File: src/rtl/amm_cfg_master_if.sv
// Avalon-MM bus bundle shared by the configuration master and its register slave.
interface avalon_mm_if #(
    parameter int ADDR_W = 4,
    parameter int DATA_W = 32
);
    logic [ADDR_W-1:0] address;
    logic              write;
    logic [DATA_W-1:0] writedata;
    logic              read;
    logic              waitrequest;
    logic [DATA_W-1:0] readdata;
    logic              readdatavalid;

    modport master (
        output address, write, writedata, read,
        input  waitrequest, readdata, readdatavalid
    );

    modport slave (
        input  address, write, writedata, read,
        output waitrequest, readdata, readdatavalid
    );
endinterface

File: src/rtl/amm_cfg_master.sv
// Avalon-MM configuration master: loads pattern words into slave registers
// 1..PAT_WIDTH, then the control register 0 (enable), and optionally reads
// everything back in address order, flagging differences and lost responses.
//
// state   | meaning
// --------+---------------------------------------------------------------
// IDLE    | waiting for start_i; inputs latched on start
// WRITE   | writing pattern words (index 1..PAT_WIDTH), then control word (0)
// READ    | issuing a read of register 'index'
// RD_WAIT | one read outstanding, waiting for readdatavalid or timeout
// DONE    | one-cycle done pulse, back to IDLE
module amm_cfg_master #(
    parameter int REG_WIDTH = 32,
    parameter int REG_DEPTH = 4,
    parameter int PAT_WIDTH = REG_DEPTH - 1,
    parameter int TIMEOUT   = 16
) (
    input  logic                                clk_i,
    input  logic                                srst_i,
    avalon_mm_if.master                         amm_master_if,
    input  logic                                start_i,
    input  logic                                verify_i,
    input  logic                                enable_i,
    input  logic [PAT_WIDTH-1:0][REG_WIDTH-1:0] pattern_i,
    output logic                                busy_o,
    output logic                                done_o,
    output logic                                mismatch_o,
    output logic                                timeout_o
);
    localparam int IW = (PAT_WIDTH < 1) ? 1 : $clog2(PAT_WIDTH + 1);
    localparam int TW = (TIMEOUT < 2) ? 1 : $clog2(TIMEOUT + 1);

    typedef enum logic [2:0] {IDLE, WRITE, READ, RD_WAIT, DONE} state_t;

    state_t                             state_q, state_d;
    logic [IW-1:0]                      idx_q, idx_d;
    logic [PAT_WIDTH-1:0][REG_WIDTH-1:0] pat_q, pat_d;
    logic                               en_q, en_d;
    logic                               ver_q, ver_d;
    logic                               mis_q, mis_d;
    logic                               to_q, to_d;
    logic [TW-1:0]                      tcnt_q, tcnt_d;
    logic [REG_WIDTH-1:0]               exp_word;
    logic                               last_idx;
    logic                               rd_match;

    // Word that belongs at the current index: control word at 0, pattern above.
    always_comb begin
        exp_word = '0;
        if (idx_q == '0) begin
            exp_word[0] = en_q;
        end
        for (int k = 0; k < PAT_WIDTH; k++) begin
            if (idx_q == IW'(k + 1)) begin
                exp_word = pat_q[k];
            end
        end
    end

    assign last_idx = (idx_q == IW'(PAT_WIDTH));
    assign rd_match = (amm_master_if.readdata == exp_word);

    assign busy_o     = (state_q != IDLE);
    assign done_o     = (state_q == DONE);
    assign mismatch_o = mis_q;
    assign timeout_o  = to_q;

    // State and latched-sequence registers.
    always_ff @(posedge clk_i) begin
        if (srst_i) begin
            state_q <= IDLE;
            idx_q   <= '0;
            pat_q   <= '0;
            en_q    <= 1'b0;
            ver_q   <= 1'b0;
            mis_q   <= 1'b0;
            to_q    <= 1'b0;
            tcnt_q  <= '0;
        end else begin
            state_q <= state_d;
            idx_q   <= idx_d;
            pat_q   <= pat_d;
            en_q    <= en_d;
            ver_q   <= ver_d;
            mis_q   <= mis_d;
            to_q    <= to_d;
            tcnt_q  <= tcnt_d;
        end
    end

    // Next-state logic and bus drive; address/data are held from registers,
    // so they stay stable for as long as waitrequest stalls a transfer.
    always_comb begin
        state_d = state_q;
        idx_d   = idx_q;
        pat_d   = pat_q;
        en_d    = en_q;
        ver_d   = ver_q;
        mis_d   = mis_q;
        to_d    = to_q;
        tcnt_d  = tcnt_q;
        amm_master_if.address   = '0;
        amm_master_if.write     = 1'b0;
        amm_master_if.writedata = '0;
        amm_master_if.read      = 1'b0;

        case (state_q)
            IDLE: begin
                if (start_i) begin
                    pat_d   = pattern_i;
                    en_d    = enable_i;
                    ver_d   = verify_i;
                    mis_d   = 1'b0;
                    to_d    = 1'b0;
                    idx_d   = IW'(1);
                    state_d = WRITE;
                end
            end
            WRITE: begin
                amm_master_if.write     = 1'b1;
                amm_master_if.address   = REG_DEPTH'(idx_q);
                amm_master_if.writedata = exp_word;
                if (!amm_master_if.waitrequest) begin
                    if (idx_q == '0) begin
                        state_d = ver_q ? READ : DONE;
                    end else if (last_idx) begin
                        idx_d = '0;
                    end else begin
                        idx_d = idx_q + 1'b1;
                    end
                end
            end
            READ: begin
                amm_master_if.read    = 1'b1;
                amm_master_if.address = REG_DEPTH'(idx_q);
                if (!amm_master_if.waitrequest) begin
                    if (amm_master_if.readdatavalid) begin
                        // zero-latency slave: response belongs to this read
                        if (!rd_match) begin
                            mis_d = 1'b1;
                        end
                        if (last_idx) begin
                            state_d = DONE;
                        end else begin
                            idx_d = idx_q + 1'b1;
                        end
                    end else begin
                        state_d = RD_WAIT;
                        tcnt_d  = '0;
                    end
                end
            end
            RD_WAIT: begin
                if (amm_master_if.readdatavalid) begin
                    if (!rd_match) begin
                        mis_d = 1'b1;
                    end
                    if (last_idx) begin
                        state_d = DONE;
                    end else begin
                        idx_d   = idx_q + 1'b1;
                        state_d = READ;
                    end
                end else if (tcnt_q == TW'(TIMEOUT - 1)) begin
                    to_d    = 1'b1;
                    state_d = DONE;
                end else begin
                    tcnt_d = tcnt_q + 1'b1;
                end
            end
            DONE: begin
                state_d = IDLE;
            end
            default: begin
                state_d = IDLE;
            end
        endcase
    end
endmodule

File: src/flat_wrapper.sv
// flat-port wrapper written by rule: the top's interface ports become plain ports
module amm_cfg_master_flat 
#(
    parameter int REG_WIDTH = 32,
    parameter int REG_DEPTH = 4,
    parameter int PAT_WIDTH = REG_DEPTH - 1,
    parameter int TIMEOUT   = 16
)
  (clk_i, srst_i, start_i, verify_i, enable_i, pattern_i, busy_o, done_o, mismatch_o, timeout_o, amm_master_if_address, amm_master_if_write, amm_master_if_writedata, amm_master_if_read, amm_master_if_waitrequest, amm_master_if_readdata, amm_master_if_readdatavalid);
  avalon_mm_if #(.ADDR_W(4), .DATA_W(32)) amm_master_if_i ();
  input  logic clk_i;
  input  logic srst_i;
  input  logic start_i;
  input  logic verify_i;
  input  logic enable_i;
  input  logic [PAT_WIDTH-1:0][REG_WIDTH-1:0] pattern_i;
  output logic busy_o;
  output logic done_o;
  output logic mismatch_o;
  output logic timeout_o;
  output wire logic [$bits(amm_master_if_i.address)-1:0] amm_master_if_address;
  output wire logic [$bits(amm_master_if_i.write)-1:0] amm_master_if_write;
  output wire logic [$bits(amm_master_if_i.writedata)-1:0] amm_master_if_writedata;
  output wire logic [$bits(amm_master_if_i.read)-1:0] amm_master_if_read;
  input wire logic [$bits(amm_master_if_i.waitrequest)-1:0] amm_master_if_waitrequest;
  input wire logic [$bits(amm_master_if_i.readdata)-1:0] amm_master_if_readdata;
  input wire logic [$bits(amm_master_if_i.readdatavalid)-1:0] amm_master_if_readdatavalid;
  assign amm_master_if_address = amm_master_if_i.address;
  assign amm_master_if_write = amm_master_if_i.write;
  assign amm_master_if_writedata = amm_master_if_i.writedata;
  assign amm_master_if_read = amm_master_if_i.read;
  assign amm_master_if_i.waitrequest = amm_master_if_waitrequest;
  assign amm_master_if_i.readdata = amm_master_if_readdata;
  assign amm_master_if_i.readdatavalid = amm_master_if_readdatavalid;
  amm_cfg_master #(.REG_WIDTH(REG_WIDTH), .REG_DEPTH(REG_DEPTH), .PAT_WIDTH(PAT_WIDTH), .TIMEOUT(TIMEOUT)) u_core (.clk_i(clk_i), .srst_i(srst_i), .amm_master_if(amm_master_if_i), .start_i(start_i), .verify_i(verify_i), .enable_i(enable_i), .pattern_i(pattern_i), .busy_o(busy_o), .done_o(done_o), .mismatch_o(mismatch_o), .timeout_o(timeout_o));
endmodule
File: config.mk
export PLATFORM = sky130hd
export DESIGN_NAME = amm_cfg_master_flat
export DESIGN_NICKNAME = d
export VERILOG_FILES = /design/src/rtl/amm_cfg_master_if.sv /design/src/rtl/amm_cfg_master.sv /design/src/flat_wrapper.sv
export SDC_FILE = /design/constraint.sdc
export NUM_CORES = 1
export LEC_CHECK = 0
export BUFFER_PORTS_ARGS = -buffer_cell sky130_fd_sc_hd__clkbuf_2
export CORE_MARGIN = 5
export CORE_UTILIZATION = 40
export DETAILED_ROUTE_END_ITERATION = 10
export GPL_TIMING_DRIVEN = 0
export HOLD_SLACK_MARGIN = 0.06
export PLACE_DENSITY_LB_ADDON = 0.3
export SYNTH_ARGS = -nofsm -noshare
export SYNTH_HDL_FRONTEND = slang
export SYNTH_SLANG_ARGS = --single-unit
File: constraint.sdc
create_clock -name clk_i -period 2.9 [get_ports clk_i]
set_clock_uncertainty 0.05 [all_clocks]
set_input_delay 0.87 -clock clk_i [delete_from_list [all_inputs] [get_ports clk_i]]
set_output_delay 0.87 -clock clk_i [all_outputs]
set_load 0.05 [all_outputs]
==> metrics.md, run 1 <==
| Metric | Value |
|---|---|
| Starting Density | `40.9%` |
| Max Cap Viol | `0` |
| Final Max Slew Viols | `0` |
| Total Power | `0.00606 W` |
| Cells after synthesis | `847` |
| Setup slack after layout | `-272 ps` |
| Cell Pwr Density | `694 nW/um^2` |
| Commonest non-fill, non-tap cell in the layout | `nand2_1` |
| CTS Hold Bufs | `0` |
| Place WS | `-688 ps` |
| Peak VDD IR | `0.339 mV` |
| Antenna viol nets, final | `0` |
| Setup crit start kind | `flop` |
| Area of placed instances | `7200 sq um` |
| Setup crit start | `u_core.idx_q[1]$_SDFFE_PP0P_` |
| N_diodes | `0` |
| Largest net degree at the start of global routing | `19` |
| Fin crit period | `3170 ps` |
| Net Sw Frac | `41.2%` |
| Final setup fails | `30` |
| Final hold vios | `0` |
| Row count | `44` |
| Post-synth cell types | `56` |
| Gr usage total | `28.1%` |
| Antenna violations before repair | `0` |
| Clock sink count | `110` |
| Fin crit share | `109%` |
| WHS Path Cells | `2` |
| Leak pwr | `3.56 nW` |
| Int Power | `0.00357 W` |
| Flop2flop setup slack | `160 ps` |
| Reg2reg end | `u_core.mismatch_o$_SDFFE_PP0P_` |
| Critical path peak fanout | `7` |
| # nets final | `1200` |
| CP required | `1980 ps` |
| Reg clk slew, reported paths | `70 ps` |
| CTS Buf Count | `9` |
| Num ports | `177` |
| Cell area after layout | `8730 sq um` |
| H-tree depth | `3` |
| Core box area | `14500 sq um` |
| Dpl cells | `1205` |
| Clk pwr share | `22.8%` |
| First-pass DRT Iterations | `6` |
| Vias in the first global route | `6788` |
| #FFs+latches synth | `110` |
| Sequential fraction of the synthesis area | `37.1%` |
| Port bufs | `173` |
| Global-route wire length before repair | `38.6 mm` |
| Clk Latency, worst-skew pair | `370 ps` |
| Cell Count, Final, Fillers Out | `1248` |
| DRT iter0 DRCs | `644` |
| Routability cong. | `1.01` |
| Die X-Extent | `132 um` |
| Most frequent cells in the layout | `227 x nand2_1, 141 x clkbuf_2, 123 x a21oi_1` |
| HP Class | `flop to flop` |
| CP Capture Type | `primary output` |
| Asr flop ratio synth | `0%` |
| Max transition margin | `50.8%` |
| CTS tree | `done` |
| Switching power | `0.00250 W` |
| Vias per cell | `5.65` |
| Syn avg cell area | `7.02 sq um` |
| EDFF count, synth | `0` |
| RSZ-0062 raised after global routing | `true` |
| Worst R2R Path Depth | `11` |
| Layout area overhead | `46.9%` |
| Failing checks | `setup timing` |
| Detailed Place HPWL | `19.8 mm` |
| Status | `finished with violations` |
| Wire per inst | `20.5 um` |
| Clk buf depth | `2` |
| Layout cells sized above 1 | `33.3%` |
| Hold EP | `u_core.pat_q[14]$_SDFFE_PP0P_` |
| CP arrival | `2250 ps` |
| Grt total ovfl | `0` |
| Synthesized cell area | `5940 sq um` |
| Die Area | `17400 sq um` |
| Total routed wirelength | `25.6 mm` |
| Seq pwr share | `34.1%` |
| Main flop type after synthesis | `dfxtp_1` |
| Min-delay src | `u_core.pat_q[14]$_SDFFE_PP0P_` |
| Logic pwr share | `43.1%` |
| Worst Path Class, Setup | `flop to primary output` |
| Reg-to-Reg Start | `u_core.idx_q[1]$_SDFFE_PP0P_` |
| Total number of vias | `7052` |
| Slew @ Worst Pin | `737 ps` |
| Root Buffer | `clkbuf_16` |
| Ys Warns | `0` |
| DRC errors left | `0` |
| Die Ht | `132 um` |
| FMAX | `315 MHz` |
cell type report:
cell class | instances | area, sq um
timing repair buffer | 202 | 1460
fill | 1340 | 5800
tap | 184 | 230
clock buffer | 10 | 239
buffer | 60 | 505
clock inverter | 6 | 90.1
sequential | 110 | 2210
inverter | 39 | 150
multi-input combinational | 637 | 3850
per-stage QoR:
| step | TNS (ps) | util [%] | hold WS (ps) |
|---|---|---|---|
| finish | -4560 | 60.1 | 413 |
| global route | -5970 | 60.1 | 429 |
| CTS | -4480 | 59.0 | 411 |
| detailed placement | -16100 | 49.5 | 402 |
| global placement | -17190 | 49.5 | 394 |
| floorplan | -2400 | - | 382 |
worst max-delay path by stage:
| stage | slack [ps] | cells past startpoint | end |
|---|---|---|---|
| floorplan | -320 | 5 | amm_master_if_writedata[14] |
| global placement | -720 | 10 | amm_master_if_writedata[22] |
| detailed placement | -690 | 10 | amm_master_if_writedata[22] |
| CTS | -250 | 11 | amm_master_if_writedata[30] |
| global route | -290 | 11 | amm_master_if_writedata[29] |
| finish | -270 | 10 | amm_master_if_writedata[27] |
worst max-delay path: stages, from the launching register on:
cell,delay (ps)
dfxtp_2,350
buf_6,120
ha_4,160
buf_6,130
buf_8,120
buf_12,140
clkbuf_16,160
a221o_1,370
o21ai_2,120
nor2_4,40
clkbuf_8,170
layer usage:
metal / track usage, % / share of wire [%]
met5: 0 / 0
met3: 5.80 / 9.6
met1: 38.2 / 43
met4: 11.8 / 3.9
met2: 43.3 / 44
timing repair:
item                       CTS  global route
pin swaps                   22            14
buffers inserted            17             9
gates resized for setup    215            28
setup endpoints to repair   34            33
cloned                       2             1
power by group through the flow:
stage               clock, W  sequential (W)  combinational, W
CTS                  0.00138         0.00204           0.00250
finish               0.00138         0.00207           0.00261
global placement           0         0.00203           0.00200
global route         0.00145         0.00208           0.00279
detailed placement         0         0.00204           0.00200
floorplan                  0         0.00192           0.00142
kinds of logic (layout without fill, tap and decap cells):
group / Yosys count / in the layout / synth area share, %
AND/OR/NAND/NOR: 350 / 350 / 24.2
adder cells (fa/ha/maj): 6 / 6 / 1.26
multiplexers: 3 / 3 / 0.526
flip-flops: 110 / 110 / 37.1
AO/OA/AOI/OAI: 262 / 262 / 27.6
buffers and inverters: 101 / 317 / 7.16
XOR/XNOR: 14 / 14 / 2.06
other: 1 / 2 / 0.0631
registers in the layout, indices dropped and copies added, names as in the netlist:
name,flops
u_core.tcnt_q,5
u_core.timeout_o,1
u_core.state_q,3
u_core.en_q,1
u_core.pat_q,96
u_core.ver_q,1
u_core.mismatch_o,1
u_core.idx_q,2
synthesized netlist by cell type (6+ instances only):
cell / n / share of area, %
nand3_1: 6 / 0.51
nand2_1: 230 / 15
ha_1: 6 / 1.3
a221oi_1: 14 / 2.1
a22oi_1: 25 / 3.2
nor3_1: 11 / 0.93
a21oi_1: 148 / 12
buf_2: 16 / 1.3
o21ai_0: 17 / 1.4
clkbuf_1: 36 / 2.3
dfxtp_1: 110 / 37
a221o_1: 7 / 1.2
nor2_1: 68 / 4.3
inv_1: 36 / 2.3
xnor2_1: 9 / 1.3
a22o_1: 10 / 1.5
(Power assumes the default switching activity.)
==> run 2, diff against run 1 <==
==> constraint.sdc (replaced) <==
create_clock -name clk_i -period 3.96 [get_ports clk_i]
set_clock_uncertainty 0.05 [all_clocks]
set_input_delay 1.188 -clock clk_i [delete_from_list [all_inputs] [get_ports clk_i]]
set_output_delay 1.188 -clock clk_i [all_outputs]
set_load 0.05 [all_outputs]
==> metrics.md, run 2 (same netlist as run 1, synthesis figures left out) <==
| Metric | Value |
|---|---|
| Status | `finished, final reports clean` |
| Final hold vios | `0` |
| Reg2reg end | `u_core.mismatch_o$_SDFFE_PP0P_` |
| Final Max Slew Viols | `0` |
| Largest net degree at the start of global routing | `20` |
| First-pass DRT Iterations | `5` |
| CP Capture Type | `primary output` |
| Starting Density | `40.9%` |
| Wire per inst | `20.0 um` |
| Wire length on met3 | `2.11 mm` |
| CTS tree | `done` |
| DRT iter0 DRCs | `695` |
| Clk Latency, worst-skew pair | `370 ps` |
| Setup slack after layout | `48.3 ps` |
| Metal1 wirelength | `11.0 mm` |
| Layout area overhead | `24.4%` |
| Critical path destination | `amm_master_if_writedata[25]` |
| Reg clk slew, reported paths | `70 ps` |
| FMAX | `256 MHz` |
| Max Cap Viol | `0` |
| Worst R2R Path Depth | `11` |
| Core box area | `14500 sq um` |
| Num ports | `177` |
| Setup crit start kind | `flop` |
| Commonest non-fill, non-tap cell in the layout | `nand2_1` |
| DRC errors left | `0` |
| HP Class | `flop to flop` |
| Peak VDD IR | `0.371 mV` |
| Antenna viol nets, final | `0` |
| Post-CTS Setup Inserts | `0` |
| Die Ht | `132 um` |
| Die X-Extent | `132 um` |
| Met2 WL post-DR | `10.5 mm` |
| Slew @ Worst Pin | `701 ps` |
| Layout cells sized above 1 | `21.5%` |
| Detailed Place HPWL | `20.1 mm` |
| Fin crit period | `3910 ps` |
| Die Area | `17400 sq um` |
| Finished Core Util | `50.9%` |
| Total number of vias | `6771` |
| Max Used Layer | `met4` |
| Reg-to-Reg Start | `u_core.idx_q[0]$_SDFFE_PP0P_` |
| Final setup fails | `0` |
| Most frequent cells in the layout | `230 x nand2_1, 162 x clkbuf_2, 148 x a21oi_1` |
| Critical path peak fanout | `10` |
| Global-route wire length before repair | `36.5 mm` |
| Flop2flop setup slack | `1120 ps` |
| Total routed wirelength | `24.4 mm` |
| CTS Buf Count | `9` |
| Place WS | `0.912 ps` |
| Reg with most FFs | `u_core.pat_q` |
| Gr usage total | `27.0%` |
| # nets final | `1171` |
| Cell Pwr Density | `516 nW/um^2` |
| Root Buffer | `clkbuf_16` |
| Vias per cell | `5.55` |
| Row count | `44` |
| Leak pwr | `3.19 nW` |
| Clock sink count | `110` |
| Grt total ovfl | `0` |
| Max transition margin | `53.3%` |
| Clk buf depth | `2` |
| Worst Path Class, Setup | `flop to primary output` |
| H-tree depth | `3` |
| Cell area after layout | `7390 sq um` |
| Largest regs | `u_core.pat_q: 96 flops, u_core.tcnt_q: 5 flops, u_core.state_q: 3 flops` |
| Antenna violations before repair | `0` |
| Fin crit share | `98.8%` |
| Area of placed instances | `7040 sq um` |
| N_diodes | `0` |
| CP required | `2720 ps` |
| RSZ-0062 raised after global routing | `false` |
| CP arrival | `2670 ps` |
| Number of flip-flops in the largest register | `96` |
| CTS Hold Bufs | `0` |
| Vias in the first global route | `6276` |
| Routability cong. | `1.01` |
| Port bufs | `173` |
| Setup crit start | `u_core.idx_q[0]$_SDFFE_PP0P_` |
| Min Hold Slack | `410 ps` |
-- run 2: cell count changes in the layout (fill, tap and decap cells not counted), sizes merged --
| cell | change |
|---|---|
| buf | -41 |
| clkbuf | +14 |
| bufbuf | -1 |
| bufinv | -1 |
| clkinv | -1 |
| inv | +1 |
-- run 2: how the worst min path moves through the flow --
stage                                  start                       endpoint  slack, ps  depth (start not counted)
5_1_grt        u_core.pat_q[89]$_SDFFE_PP0P_  u_core.pat_q[89]$_SDFFE_PP0P_        430                          2
2_1_floorplan      u_core.ver_q$_SDFFE_PP0P_      u_core.ver_q$_SDFFE_PP0P_        380                          2
4_1_cts        u_core.pat_q[89]$_SDFFE_PP0P_  u_core.pat_q[89]$_SDFFE_PP0P_        410                          2
6_report        u_core.pat_q[0]$_SDFFE_PP0P_   u_core.pat_q[0]$_SDFFE_PP0P_        410                          2
3_3_place_gp    u_core.pat_q[4]$_SDFFE_PP0P_   u_core.pat_q[4]$_SDFFE_PP0P_        400                          2
3_5_place_dp   u_core.pat_q[89]$_SDFFE_PP0P_  u_core.pat_q[89]$_SDFFE_PP0P_        400                          2
-- run 2: power by group --
part | leakage (nW) | switching, W | internal [W]
combinational | 2.14 | 0.000967 | 0.000450
clock | 0.141 | 0.000427 | 0.000498
sequential | 0.902 | 0.000194 | 0.00128
total | 3.19 | 0.00159 | 0.00223
-- run 2: repair_timing --
item,4_1_cts,5_1_grt
pin swaps,1,1
setup endpoints to repair,25,24
gates cloned,0,0
gates resized for setup,13,22
-- run 2: cell type report --
| type | count | area, sq um |
|---|---|---|
| Tap cell | 184 | 230 |
| Clock inverter | 5 | 63.8 |
| Clock buffer | 11 | 233 |
| Timing Repair Buffer | 173 | 886 |
| Sequential cell | 110 | 2200 |
| Inverter | 39 | 146 |
| Buffer | 60 | 302 |
| Fill cell | 1566 | 7140 |
| Multi-Input combinational cell | 637 | 3330 |
-- run 2: critical path: stages (launching register included) --
cell	delay, ps
dfxtp_2	360
inv_1	100
ha_1	250
buf_6	150
buf_4	170
clkbuf_4	220
clkbuf_4	210
a221oi_1	490
a211oi_1	140
buf_4	220
-- run 2: per-stage QoR --
step / total power [W] / TNS (ps) / cells
finish: 0.00382 / 0 / 1219
global placement: 0.00288 / -0.361 / 1205
detailed placement: 0.00289 / 0 / 1205
CTS: 0.00380 / 0 / 1219
global route: 0.00402 / 0 / 1219
floorplan: 0.00237 / 0 / 848
-- run 2: layer usage --
metal,track usage (%),up-vias
met1,38.1,3096
li1,-,3302
met4,9.60,0
met5,0,-
met3,5.99,44
met2,40.6,329
